$ cat src/rtl/stop_it_ctrl.sv
// Stop-it game sequencer: drives the LED shifter's load/shift/blank strobes, judges stops, keeps score.
// load_o/shift_o decode from state and counters; the remaining outputs are registered.
module stop_it_ctrl #(
  parameter int SHIFT_PERIOD = 1000000,
  parameter int BLINK_PERIOD = 4000000,
  parameter int BLINK_COUNT  = 4
) (
  input  logic        clk_i,
  input  logic        rst_i,
  input  logic        start_i,
  input  logic        stop_i,
  input  logic [3:0]  target_i,
  input  logic [15:0] leds_i,
  output logic        shift_o,
  output logic        load_o,
  output logic        off_o,
  output logic        running_o,
  output logic        win_o,
  output logic        lose_o,
  output logic [3:0]  score_o
);

  localparam int TW    = $clog2(SHIFT_PERIOD);
  localparam int HW    = (BLINK_PERIOD > 1) ? $clog2(BLINK_PERIOD) : 1;
  localparam int NHALF = 2 * BLINK_COUNT;
  localparam int BW    = $clog2(NHALF);

  localparam logic [TW-1:0] TICK_LAST  = TW'(SHIFT_PERIOD - 1);
  localparam logic [HW-1:0] HALF_LAST  = HW'(BLINK_PERIOD - 1);
  localparam logic [BW-1:0] BLINK_LAST = BW'(NHALF - 1);

  typedef enum logic [2:0] {
    S_IDLE,
    S_LOAD,
    S_RUN,
    S_JUDGE,
    S_WIN,
    S_LOSE
  } state_t;

  state_t          state_q, state_d;
  logic            start_q, stop_q;
  logic [TW-1:0]   tick_q, tick_d;
  logic [HW-1:0]   half_q, half_d;
  logic [BW-1:0]   blink_q, blink_d;
  logic [3:0]      score_q, score_d;
  logic            win_q, win_d;
  logic            lose_q, lose_d;
  logic            off_q, off_d;

  logic            start_e, stop_e;
  logic            tick_wrap, leds_full, blink_done, hit;
  logic [3:0]      target_nxt;

  assign start_e    = start_i & ~start_q;
  assign stop_e     = stop_i & ~stop_q;
  assign tick_wrap  = (tick_q == TICK_LAST);
  assign leds_full  = (leds_i == 16'hFFFF);
  assign blink_done = (half_q == HALF_LAST) && (blink_q == BLINK_LAST);

  // Hit means the fill front sits exactly on the target: target lit, the LED above it dark.
  assign target_nxt = target_i + 4'd1;
  assign hit        = leds_i[target_i] & ((target_i == 4'd15) | ~leds_i[target_nxt]);

  always_ff @(posedge clk_i) begin
    if (rst_i) begin
      state_q <= S_IDLE;
      start_q <= 1'b1;
      stop_q  <= 1'b1;
      tick_q  <= '0;
      half_q  <= '0;
      blink_q <= '0;
      score_q <= '0;
      win_q   <= 1'b0;
      lose_q  <= 1'b0;
      off_q   <= 1'b0;
    end else begin
      state_q <= state_d;
      start_q <= start_i;
      stop_q  <= stop_i;
      tick_q  <= tick_d;
      half_q  <= half_d;
      blink_q <= blink_d;
      score_q <= score_d;
      win_q   <= win_d;
      lose_q  <= lose_d;
      off_q   <= off_d;
    end
  end

  always_comb begin
    state_d = state_q;
    unique case (state_q)
      S_IDLE, S_LOSE: if (start_e) state_d = S_LOAD;
      S_LOAD:         state_d = S_RUN;
      S_RUN: begin
        if (stop_e)         state_d = S_JUDGE;
        else if (leds_full) state_d = S_LOSE;
      end
      S_JUDGE:        state_d = hit ? S_WIN : S_LOSE;
      S_WIN:          if (blink_done) state_d = S_IDLE;
      default:        state_d = S_IDLE;
    endcase
  end

  always_comb begin
    tick_d  = '0;
    half_d  = '0;
    blink_d = '0;
    if (state_q == S_RUN && !tick_wrap) begin
      tick_d = tick_q + TW'(1);
    end
    // Blink counters start from zero on WIN entry and only advance while staying in WIN.
    if (state_q == S_WIN && state_d == S_WIN) begin
      if (half_q == HALF_LAST) begin
        blink_d = blink_q + BW'(1);
      end else begin
        half_d  = half_q + HW'(1);
        blink_d = blink_q;
      end
    end
    off_d   = (state_d == S_WIN) && !blink_d[0];
    win_d   = (state_q == S_JUDGE) && hit;
    lose_d  = (state_d == S_LOSE) && (state_q != S_LOSE);
    score_d = (win_d && score_q != 4'd15) ? score_q + 4'd1 : score_q;
  end

  always_comb begin
    load_o    = (state_q == S_LOAD);
    shift_o   = (state_q == S_RUN) && tick_wrap && !stop_e;
    running_o = (state_q == S_RUN);
    off_o     = off_q;
    win_o     = win_q;
    lose_o    = lose_q;
    score_o   = score_q;
  end

endmodule

$ cat config.mk
export PLATFORM = sky130hd
export DESIGN_NAME = stop_it_ctrl
export DESIGN_NICKNAME = d
export VERILOG_FILES = /design/src/rtl/stop_it_ctrl.sv
export SDC_FILE = /design/constraint.sdc
export NUM_CORES = 1
export LEC_CHECK = 0
export BUFFER_PORTS_ARGS = -buffer_cell sky130_fd_sc_hd__buf_2
export CAP_MARGIN = 40
export CORE_ASPECT_RATIO = 0.75
export CORE_MARGIN = 2
export CORE_UTILIZATION = 45
export CTS_CLUSTER_SIZE = 24
export DETAILED_ROUTE_END_ITERATION = 16
export PLACE_DENSITY = 0.74
export SETUP_SLACK_MARGIN = 0.15
export SLEW_MARGIN = 0
export SYNTH_ARGS = -nofsm -noshare
export SYNTH_HDL_FRONTEND = slang
export SYNTH_SLANG_ARGS = --single-unit
$ cat constraint.sdc
create_clock -name clk_i -period 5.2 [get_ports clk_i]
set_clock_uncertainty 0.15 [all_clocks]
set_input_delay 1.04 -clock clk_i [delete_from_list [all_inputs] [get_ports clk_i]]
set_output_delay 1.04 -clock clk_i [all_outputs]
set_load 0.005 [all_outputs]
Yosys cells after proc, flatten, opt, wreduce, memory -nomap -nowiden
Index checks and enable logic that the tools add are counted.
{ "totals": {"ff_bits": 57, "in_bits": 24, "out_inout_bits": 10} }
{ "op_classes": {"add_sub_neg": 5, "magnitude_cmp": 2, "eq_ne": 14, "n_mux": 12, "n_bitwise": 9, "n_reduce_logical": 17} }
{ "op_table": {"columns": ["cell", "count"], "rows": [
  ["22-bit by 1-bit adder with 22-bit output (second input constant)", 1],
  ["22-bit equality test (second input constant)", 1],
  ["20-bit by 1-bit adder with 20-bit output (second input constant)", 1],
  ["20-bit equality test (second input constant)", 1],
  ["16-bit equality test (second input constant)", 1],
  ["3-bit equality test (second input constant)", 5],
  ["3-bit case mux with 5 select lines", 1],
  ["3-bit 2-to-1 mux", 4],
  ["4-bit by 5-bit less-than comparator with 1-bit output (second input constant)", 2],
  ["1-bit logical AND", 9],
  ["4-bit by 1-bit adder with 4-bit output (second input constant)", 2],
  ["1-bit binary-select mux with 4-bit select", 2],
  ["3-bit by 2-bit equality test with 1-bit output (second input constant)", 2],
  ["2-bit OR reduction", 3],
  ["1-bit 2-to-1 mux", 5],
  ["1-bit inverter", 5],
  ["4-bit equality test (second input constant)", 1],
  ["4-bit inequality test (second input constant)", 1],
  ["3-bit by 1-bit adder with 3-bit output (second input constant)", 1],
  ["1-bit bitwise AND", 3],
  ["3-bit by 1-bit equality test with 1-bit output (second input constant)", 1],
  ["1-bit logical NOT", 3],
  ["3-bit logical NOT", 1],
  ["3-bit inequality test (second input constant)", 1],
  ["other kinds (2)", 2]
]} }

Longest topological paths before layout
{ "depth": {"word_depth": 13, "mapped_depth": 8} }

Worst setup path before layout
No wires, ideal clock.
{ "synth_path": {"path_type": "input to register", "start": "input port target_i[0]", "end": "register score_q[2], in the netlist score_o[2]", "setup_ps": 116, "arrival_ps": 2758, "required_ps": 4934, "slack_ps": 2175, "path_stages": 8, "n_path_buf": 1, "cell_sequence": "ha_1 -> buf_6 -> mux4_2 -> nand2_1 -> a211o_2 -> o211ai_4 -> a2111o_1 -> o211a_1"} }
{ "synth_between": {"elab_chain_cells": 8} }
{ "synth_lines": {"columns": ["item", "line_no", "source"], "rows": [
  ["start: declaration", "12", "input logic [3:0] target_i,"],
  ["4-bit by 1-bit adder with 4-bit output", "62", "assign target_nxt = target_i + 4'd1;"],
  ["1-bit binary-select mux with 4-bit select", "63", "assign hit = leds_i[target_i] & ((target_i == 4'd15) | ~leds_i[target_nxt]);"],
  ["1-bit 2-to-1 mux (not written as such)", "63", null],
  ["1-bit inverter", "63", null],
  ["1-bit bitwise OR", "63", null],
  ["1-bit bitwise AND *", "63", null],
  ["1-bit logical AND *", "123", "win_d = (state_q == S_JUDGE) && hit;"],
  ["1-bit logical AND *", "125", "score_d = (win_d && score_q != 4'd15) ? score_q + 4'd1 : score_q;"],
  ["end signal: assignment", "84", "score_q <= score_d;"],
  ["end: declaration", "46", "logic [3:0] score_q, score_d;"]
]} }
Every way passes the cells marked *; elsewhere a longest branch is shown, timed or not. The select of a mux whose other input is x is not followed.
A chain may end at the register's enable or synchronous reset.

Worst setup path in the final report
{ "layout_path": {"start": "input port target_i[0]", "end": "register score_q[0], in the netlist score_o[0]"} }
The elaborated chain is that of the path after synthesis.

==> results.yml <==
pwr:
  power_density_nw_per_um2: 296
  p_leak_nw: 1.27
  fin_total_pwr_mw: 1.02
  peakVddDrop_uv: 151
route:
  first_pass_iters: 4
  drt-total-wl_um: 5880
  drt_iter0_drc: 125
  routed-via-count: 2382
  drc_errors: 0
  routed_via_density: 5.35
  drt.antenna.violating_nets: 0
  wl_per_cell_um: 13.2
worst_hold_path:
  hp-class: "reg2reg"
  hold_end: "half_q[0]"
  whs_path_depth: 1
  worstHoldStart: "half_q[0]"
logic_synthesis:
  synth_cell_types: 52
  avgSynthCellArea_um2: 9.15
  syn_nets: 357
  syn_area_um2: 2990
  yosysMostFrequentCell: "dfxtp_1"
  synth_edf_count: 0
  synthArstFlopShare_pct: 0
  seq_area_frac_synth_pct: 38.1
  ys.flop_type: "dfxtp_1"
  synth_common_cells: "dfxtp_1, nor2_1, nand2_1, xor2_1, nand3_1"
  ys_ff_latch: 57
  netlist.area_leader.share_pct: 38.1
  netlist_instances: 327
  synth_area_leaders: "dfxtp_1, xor2_1, nor2_1"
  yosys.area.top_type: "dfxtp_1"
  synth-warning-count: 0
timing:
  slew_viol_final: 0
  rsz0062_at_grt: "false"
  fmax_mhz: 317
  tns_ns: 0
  max_slew_margin_pct: 47.9
  max_slew.worst_pin.slew_ns: 0.779
  fin_ws_ns: 2.04
  hold_violations: 0
  fin_crit_sh_pct: 60.7
  min_period_ns: 3.16
  final-setup-viol-count: 0
clocking:
  cts_resized: 0
  ctsHtreeMaxLevel: 3
  clk_latency_ns: 0.33
  root_buffer: "clkbuf_8"
  clockBufferDepth: 2
  postCtsSetupBuffers: 0
  clock-sinks: 57
  ctsHoldBuffers: 0
  cts_tree: "yes"
  cts_buffers: 9
  cts.clk_slew.worst_paths_ns: 0.07
critical_path:
  crit_chain: "buf_2, ha_1, mux4_2, nand2_1, a211o_2, o211ai_4, a21boi_2, mux2_1"
  path_class: "in2reg"
  slowest_delay_ns: 0.55
  r2r_setup_slack_ns: 2.58
  crit_required_ns: 5.27
  start_kind: "input pin"
  crit_path_end_kind: "register"
  r2r_start: "half_q[0]"
  cp.arrival_ns: 3.23
  r2r-end: "half_q[2]"
  worstPathMaxFanout: 12
  r2r_cells: 6
  critPathSlowestCell: "mux4_2"
place:
  preCtsSetupSlack_ns: 1.69
  portBuffers: 33
  dp_hpwl_um: 4190
  post-place-cells: 429
  gp_congestion: 0.852
global_route:
  grt_pass1_vias: 2275
  grt_use_total_pct: 17.4
  grt_max_degree: 23
  grt_pass1_wl_um: 10200
  grt-ovfl-total: 0
  antenna_found_initial: 0
cells_and_area:
  final_util_pct: 53.8
  stdcell_count: 445
  area_growth_pct: 14.7
  num-nets-final: 389
  drive_gt1_share_pct: 19.5
  antenna_cells: 0
floorplan:
  start_util_pct: 46.9
  design.core.area_um2: 6380
  top_level_ports: 34
  die_w_um: 98.2
  die_height_um: 74.6
  die-area_um2: 7330
  rows: 25
job:
  drv_cap: 0
status:
  status: "finished clean"
## cell usage in the layout (no fill, tap or decap), types with 4 or more instances in the layout
cell type   n
nor3_1      9
mux2i_1     9
nor2_1     51
nor4b_1     4
mux4_2      7
xor2_1     23
inv_1       9
nor2b_1     6
nand2_1    28
buf_2      33
o21ai_0     5
clkbuf_8   10
nand3_1    17
a21oi_1     5
and4_1      6
ha_1        6
dfxtp_1    57
nand4_1    11
xnor2_1    15
and3_1      6
## routing by layer
layer | wire (um) | track usage, %
met1 | 2950 | 22.8
met2 | 2580 | 27.6
met3 | 230 | 5.94
met4 | 113 | 5.78
met5 | 0 | 0
## how the worst max path moves through the flow
stage | slack, ns | cells past startpoint | end | start
3_3_place_gp | 1.79 | 8 | score_o[2] | target_i[0]
4_1_cts | 2.05 | 8 | score_o[0] | target_i[0]
5_1_grt | 1.94 | 8 | score_o[0] | target_i[0]
3_5_place_dp | 1.69 | 8 | score_o[0] | target_i[0]
2_1_floorplan | 2.18 | 8 | score_o[2] | target_i[0]
6_report | 2.04 | 8 | score_o[0] | target_i[0]
## kinds of logic (layout without fill, tap and decap cells)
family | Yosys count | count (layout) | synth area share [%]
adders and majority gates | 6 | 6 | 2.51
AOI/OAI and AO/OA | 26 | 26 | 7.23
DFF | 57 | 57 | 38.1
buffers and inverters | 21 | 58 | 3.47
and+or+nand+nor | 159 | 159 | 27.8
xor gates and xnor gates | 38 | 38 | 11.1
muxes | 20 | 20 | 9.78
## where the power goes
| group | switching [mW] | leakage [nW] | internal (mW) |
|---|---|---|---|
| Combinational | 0.0362 | 0.680 | 0.0337 |
| Clock | 0.175 | 0.126 | 0.329 |
| Sequential | 0.00322 | 0.460 | 0.439 |
## state kept, by name, summed over array words and instances (netlist names)
| signal | flops |
|---|---|
| blink_q | 3 |
| state_q | 3 |
| half_q | 22 |
| tick_q | 20 |
| start_q | 1 |
| stop_q | 1 |
| lose_o | 1 |
| score_o | 4 |
| win_o | 1 |
| off_o | 1 |
## per-stage QoR
step	area [um2]	hold slack, ns
2_1_floorplan	2990	0.268
3_3_place_gp	3190	0.283
3_5_place_dp	3190	0.293
4_1_cts	3430	0.316
5_1_grt	3430	0.340
6_report	3430	0.314
## worst max-delay path: cells and delay by family
family / cells / cell delay (ns)
AOI/OAI and AO/OA: 3 / 0.50
adders and majority gates: 1 / 0.52
buffers and inverters: 1 / 0.18
muxes: 2 / 0.90
and+or+nand+nor: 1 / 0.08
## final cells by class
cell class | count | area (um2)
well taps | 81 | 101
inverters | 9 | 33.8
flip-flops and latches | 57 | 1140
clock inverters | 6 | 105
fillers | 601 | 2950
repair buffers | 33 | 165
multi-input cells | 249 | 1750
clock buffers | 10 | 138
Power figures use the tool's default switching activity.
